**config.mk**
```make
export PLATFORM = sky130hd
export DESIGN_NAME = fact_seq
export DESIGN_NICKNAME = d
export VERILOG_FILES = /design/src/rtl/fact_seq.sv
export SDC_FILE = /design/constraint.sdc
export NUM_CORES = 1
export LEC_CHECK = 0
export ABC_AREA = 1
export CAP_MARGIN = 20
export CORE_MARGIN = 5
export CORE_UTILIZATION = 59
export CTS_CLUSTER_DIAMETER = 150
export DETAILED_ROUTE_END_ITERATION = 8
export GPL_ROUTABILITY_DRIVEN = 0
export PLACE_DENSITY = 0.8
export SYNTH_ARGS = -nofsm -noshare
export SYNTH_HDL_FRONTEND = slang
export SYNTH_SLANG_ARGS = --single-unit
```
**constraint.sdc**
```tcl
create_clock -name clk -period 4.4 [get_ports clk]
set_input_delay 0.66 -clock clk [delete_from_list [all_inputs] [get_ports clk]]
set_output_delay 0.66 -clock clk [all_outputs]
set_load 0.01 [all_outputs]
```
**src/rtl/fact_seq.sv**
```systemverilog
// Factorial sequencer: drives an external 4-bit up/down counter and multiplies
// its count into a running product to produce N! with a GO/DONE handshake.
module fact_seq #(
   parameter int unsigned RES_W = 32,
   parameter int unsigned N_MAX = 12
) (
   input  logic             clk,
   input  logic             rst,
   input  logic             go,
   input  logic [3:0]       n,
   input  logic [3:0]       cnt_q,
   output logic [3:0]       cnt_d,
   output logic             cnt_ld,
   output logic             cnt_ud,
   output logic             cnt_ce,
   output logic [RES_W-1:0] result,
   output logic             done,
   output logic             err,
   output logic             busy
);

   localparam logic [3:0] N_LIM = 4'(N_MAX);

   typedef enum logic [2:0] {
      S_IDLE,
      S_CHK,
      S_MUL,
      S_FIN,
      S_FAIL
   } state_t;

   state_t           state;
   state_t           state_nxt;
   logic [RES_W-1:0] product;
   logic             n_ok;

   assign n_ok = (n <= N_LIM);

   // State register
   always_ff @(posedge clk) begin
      if (rst) state <= S_IDLE;
      else     state <= state_nxt;
   end

   // Next state and counter strobes; strobes are held off while reset is applied
   always_comb begin
      state_nxt = state;
      cnt_d     = 4'd0;
      cnt_ld    = 1'b0;
      cnt_ud    = 1'b0;
      cnt_ce    = 1'b0;
      case (state)
         S_IDLE: begin
            if (go) begin
               if (n_ok) begin
                  state_nxt = S_CHK;
                  if (!rst) begin
                     cnt_d  = n;
                     cnt_ld = 1'b1;
                     cnt_ce = 1'b1;
                  end
               end else begin
                  state_nxt = S_FAIL;
               end
            end
         end
         S_CHK:   state_nxt = (cnt_q <= 4'd1) ? S_FIN : S_MUL;
         S_MUL: begin
            state_nxt = S_CHK;
            if (!rst) cnt_ce = 1'b1;
         end
         S_FIN, S_FAIL: begin
            if (!go) state_nxt = S_IDLE;
         end
         default: state_nxt = S_IDLE;
      endcase
   end

   // Product accumulator and registered status outputs
   always_ff @(posedge clk) begin
      if (rst) begin
         product <= '0;
         result  <= '0;
         done    <= 1'b0;
         err     <= 1'b0;
         busy    <= 1'b0;
      end else begin
         busy <= (state_nxt == S_CHK) || (state_nxt == S_MUL);
         case (state)
            S_IDLE: begin
               if (go) begin
                  done <= 1'b0;
                  err  <= !n_ok;
                  if (n_ok) product <= RES_W'(1);
               end
            end
            S_CHK: begin
               if (cnt_q <= 4'd1) begin
                  result <= product;
                  done   <= 1'b1;
               end
            end
            S_MUL:   product <= product * RES_W'(cnt_q);
            default: ;
         endcase
      end
   end

endmodule

```
==> results of run 1 <==
[routing by layer]
metal	part of all wire	vias to the layer above
met1	0.42	3237
met2	0.46	321
met4	0.019	0
met3	0.10	38
met5	0	-
li1	-	3506
[metrics by stage]
step	utilization	instances	hold WS [ns]
4_1_cts	0.678	1360	0.465
3_3_place_gp	0.653	1344	0.451
3_5_place_dp	0.653	1344	0.456
5_1_grt	0.678	1360	0.482
6_report	0.678	1360	0.462
2_1_floorplan	-	1171	0.439
[synthesized netlist by cell type (2+ instances only)]
library cell / count / share of area
a21o_1: 4 / 0.0042
a21oi_1: 82 / 0.057
a21oi_2: 3 / 0.0037
a22oi_1: 2 / 0.0021
and2_1: 3 / 0.0026
buf_1: 3 / 0.0016
buf_2: 11 / 0.0077
clkbuf_1: 18 / 0.0094
dfxtp_1: 70 / 0.20
fa_1: 57 / 0.16
ha_1: 32 / 0.056
inv_1: 298 / 0.16
inv_2: 13 / 0.0068
nand2_1: 412 / 0.22
nand2_2: 4 / 0.0035
nand3_1: 46 / 0.032
nand3_2: 7 / 0.0098
nand3b_1: 3 / 0.0031
nand4_1: 10 / 0.0087
nor2_1: 52 / 0.027
nor2_2: 7 / 0.0061
nor3_1: 5 / 0.0035
o211ai_1: 2 / 0.0021
o21ai_0: 12 / 0.0084
or2_2: 2 / 0.0017
xor2_1: 3 / 0.0037
[flip-flops by register name, summed over array words and instances, names as in the netlist]
name     cells
done         1
result      32
state        3
product     32
busy         1
err          1
[worst register-to-register path: stages, from the launching register on]
cell     delay, ns
dfxtp_1       0.37
nand2_1       0.10
inv_1         0.06
fa_1          0.54
inv_1         0.06
fa_1          0.53
inv_1         0.04
ha_1          0.40
nand2_1       0.11
inv_1         0.08
nand2_1       0.10
nor3_1        0.25
and2_1        0.18
nand2_1       0.08
nand2_1       0.07
nand2_1       0.04
nand3_1       0.06
a21oi_1       0.06
[layout by cell type (no fill, tap or decap), types with 5 or more instances in the layout]
cell	count
a21oi_1	82
clkbuf_16	9
clkdlybuf4s50_1	50
dfxtp_1	70
fa_1	57
ha_1	32
inv_1	298
inv_2	13
nand2_1	412
nand3_1	46
nand3_2	7
nand4_1	10
nor2_1	52
nor2_2	7
nor3_1	5
o21ai_0	12
[power groups by stage]
stage	sequential (W)	combinational [W]	clock, W
5_1_grt	0.000643	0.000128	0.000772
3_3_place_gp	0.000656	0.000116	0
3_5_place_dp	0.000657	0.000117	0
6_report	0.000643	0.000118	0.000734
2_1_floorplan	0.000656	0.0000686	0
4_1_cts	0.000643	0.000117	0.000741
[layout make-up]
cell class                 instances  area (µm²)  area share
clock buffer                      10         229      0.0282
multi-input combinational        757        4450       0.549
sequential                        70        1400       0.173
timing repair buffer              59         616      0.0759
tap                              147         184      0.0227
clock inverter                     6        62.6     0.00772
inverter                         311        1170       0.144
[cell families after synthesis]
| logic type | synth area share |
|---|---|
| simple gates | 0.318 |
| buf+inv | 0.183 |
| compound gates | 0.0837 |
| fa+ha+maj | 0.215 |
| flops | 0.196 |
| xor+xnor | 0.00367 |
| other cells | 0.000524 |
[how the worst max path moves through the flow]
stage,startpoint,endpoint,cells after the start
finish,cnt_q[3],product[30],19
detailed placement,cnt_q[3],product[30],19
global placement,cnt_q[3],product[24],18
CTS,cnt_q[3],product[30],19
global route,cnt_q[3],product[24],18
floorplan,cnt_q[3],product[10],14
==> results.cfg, run 1 <==
[clock_network]
clock_sinks = 70
cts_max_path_buffers = 2
clk_pin_slew_ns = 0.06
root_buffer = clkbuf_16
post_cts_resized = 0
cts_buffers = 9
cts_tree = built
h-tree-depth = 3
clk_latency_ns = 0.35
cts_hold_buf = 0
cts_setup_buffers = 0

[power]
ir_worst_vdd_v = 0.000145
combPwrFrac = 0.079
power_w = 0.00150
switchingPower_w = 0.000383
pwr-share-seq = 0.430
leakagePower_nw = 4.64
p_clk_frac = 0.491
p_per_area_nw_per_um2 = 184
sw_frac_of_total = 0.256
p_int_w = 0.00111

[critical_path]
startpoint_type = input port
cp_top_family = adder cells
path_class = in -> reg
r2r_end = product[30]
path_cells = clkdlybuf4s50_1, buf_12, nand2_1, inv_1, fa_1, inv_1, fa_1, inv_1, ha_1, nand2_1, inv_1, nand2_1, nor3_1, and2_1, nand2_1, nand2_1, nand2_1, nand3_1, a21oi_1
crit_arrival_ns = 4.07
cp.required_ns = 4.60
ff2ff_path_depth = 17
rrSetupSlack_ns = 1.10
cpMaxStageDelayCell = fa_1
cpMostUsedCell = nand2_1
crit_path_max_incr_delay_ns = 0.54
endpoint_kind = flop
critPathMaxFanout = 31
crit_buf_inv = 6
rr_startpoint = product[19]

[yosys]
async_reset_ff_frac = 0
synth_area_um2 = 7160
yosysSeqAreaShare = 0.196
ys_dominant_reg_cell = dfxtp_1
syn_nets = 1271
synth_edf_count = 0
ys_types = 36
synthCells = 1171
ys_warn_count = 0
avgSynthCellArea_um2 = 6.11
ys_ff_latch = 70

[run]
max-cap-violations = 0

[final_layout]
area_growth_pct = 13.3
antenna_cells = 0
drive_gt1_frac = 0.0519
fillers = 1091
nets = 1308
finalInstanceArea_um2 = 8110

[hold_path]
hold_class = reg -> reg
worstHoldStart = result[1]
hold_end = result[1]
holdPathStages = 2

[die]
start_util = 0.598
core_area_um2 = 12000
std_cell_rows = 40
die_w_um = 120
die_y_um = 120
die_area_um2 = 14400
io_pins = 53

[global_routing]
grt_first_pass_wirelength_um = 31700
track_usage = 0.273
grt_overflow_total = 0
use_met2 = 0.427
first_global_vias = 6658
grt_antenna_before_repair = 0
grt_max_degree = 72
use_met1 = 0.380
busiest_layer = met2
met3_usage = 0.0500

[drt]
first_iter_violations = 737
post-route-drc-count = 0
vias_per_cell = 5.22
wl_um = 18600
drt_pass1_iterations = 5
wl_per_cell_um = 13.7
vias = 7102
drtAntennaViolNets = 0

[timing]
period_minus_slack_ns = 3.87
maxSlewHeadroom = 0.478
setup_violations = 0
worst_slack_ns = 0.525
rsz0062_at_grt = no
tns_ns = 0
tightestPinTransition_ns = 0.782
finalHoldViolCount = 0
clock_skew_ns = 0.00951
post-route-period-util = 0.881
drv_slew = 0
clock.fmax_mhz = 258

[placement]
post-place-ws_ns = 0.168
portBuffers = 51
placedInstanceArea_um2 = 7820
dp.final_hpwl_um = 13900

[run_status]
status = finished, final reports clean
No activity file was read; power rests on OpenSTA's default activity.
==> run 2, diff against run 1 <==
==> constraint.sdc (replaced) <==
create_clock -name clk -period 4.4 [get_ports clk]
set_input_delay 0.44 -clock clk [delete_from_list [all_inputs] [get_ports clk]]
set_output_delay 0.44 -clock clk [all_outputs]
set_load 0.01 [all_outputs]
==> results.cfg, run 2 (synthesized netlist as in run 1, its figures left out) <==
[power]
ir_worst_vdd_v = 0.000167
leakagePower_nw = 4.66
p_per_area_nw_per_um2 = 192

[final_layout]
fillers = 1034
nets = 1309
antenna_cells = 0
reg.largest.list = product: 32 flops, result: 32 flops, state: 3 flops
layout_commonest_cell = nand2_1
multi_input_area_um2 = 4450
area_growth_pct = 13.7
regArea_um2 = 1400
final_cell_mix = nand2_1 (412), inv_1 (298), a21oi_1 (82)
drive_gt1_frac = 0.0527
final_core_util = 0.680
fin_cells = 1361

[die]
die_area_um2 = 14400
std_cell_rows = 40
die_w_um = 120
io_pins = 53
core_area_um2 = 12000
start_util = 0.598
die_y_um = 120

[timing]
worst_slack_ns = 0.672
rsz0062_at_grt = no
finalHoldViolCount = 0
maxSlewHeadroom = 0.455
period_minus_slack_ns = 3.73
setup_violations = 0
drv_slew = 0
clock_skew_ns = 0.0131
tns_ns = 0
tightestPinTransition_ns = 0.815
clock.fmax_mhz = 268
post-route-period-util = 0.847

[critical_path]
rr_startpoint = product[5]
critPathMaxFanout = 31
cp.required_ns = 4.66
crit_arrival_ns = 3.99
endpoint_kind = flop
path_class = in -> reg
startpoint = cnt_q[3]
startpoint_type = input port

[placement]
portBuffers = 51
post-place-ws_ns = 0.425
dp.final_hpwl_um = 14000
dp_cells = 1345

[clock_network]
cts_setup_buffers = 0
clock_sinks = 70
h-tree-depth = 3
root_buffer = clkbuf_16
cts_buffers = 9
post_cts_resized = 0
cts_max_path_buffers = 2
clk_latency_ns = 0.35
clk_pin_slew_ns = 0.06
cts_hold_buf = 0
cts_tree = built

[drt]
vias_per_cell = 5.22
wl_um = 18900
first_iter_violations = 715
wl_per_cell_um = 13.9
vias = 7110
drtAntennaViolNets = 0
drt_pass1_iterations = 7
post-route-drc-count = 0

[global_routing]
grt_antenna_before_repair = 0
first_global_vias = 6843
grt_overflow_total = 0
grt_max_degree = 72
track_usage = 0.274
grt_first_pass_wirelength_um = 32000

[hold_path]
hold_class = reg -> reg
worstHoldStart = result[29]

[run_status]
status = finished, final reports clean

[run]
max-cap-violations = 0
## run 2: changes by cell type in the layout (fill, tap and decap cells not counted), sizes merged
cell      delta
bufinv       +1
clkinv       +1
buf          +1
clkinvlp     -2
## run 2: cell type report
cell class	count	share of cell area
clock buffer	10	0.0281
clock inverter	6	0.0106
inverter	311	0.143
multi-input combinational	757	0.546
sequential	70	0.172
tap	147	0.0226
timing repair buffer	60	0.0766
## run 2: critical path, cell delays in order
cell             delay [ns]
clkdlybuf4s50_1        0.45
buf_12                 0.19
nand2_1                0.08
inv_1                  0.06
fa_1                   0.56
inv_1                  0.06
fa_1                   0.53
inv_1                  0.04
ha_1                   0.36
nand2_1                0.11
nand3_1                0.20
nand3_1                0.14
nand3_1                0.19
nand2_1                0.17
nand2_1                0.06
nand2_1                0.06
nand3_1                0.10
a21oi_1                0.18
## run 2: worst paths after layout
kind / to / slack [ns] / depth (start not counted)
setup / recovery: product[17] / 0.67 / 18
hold / removal: result[29] / 0.46 / 2
setup reg to reg: product[17] / 1.04 / 15
hold reg to reg: result[29] / 0.46 / 2
## run 2: per-stage QoR
stage	hold slack [ns]	area, µm²	total power (W)
floorplan	0.439	7160	0.000725
global placement	0.451	7820	0.000773
detailed placement	0.454	7820	0.000775
CTS	0.463	8140	0.00156
global route	0.486	8140	0.00160
finish	0.462	8140	0.00156
## run 2: per-layer routing
metal / vias up / routed length, µm / GRT usage
met5: - / 0 / 0
met1: 3252 / 8090 / 0.365
met3: 42 / 1790 / 0.0467
met2: 314 / 8580 / 0.449
met4: 0 / 433 / 0.0945
li1: 3502 / - / -
## run 2: report_power, final
group          switching, W  leakage, nW  internal, W  total [W]
Combinational     0.0000829         3.94    0.0000375   0.000120
Sequential       0.00000460        0.565     0.000639   0.000643
Clock              0.000300        0.152     0.000496   0.000795
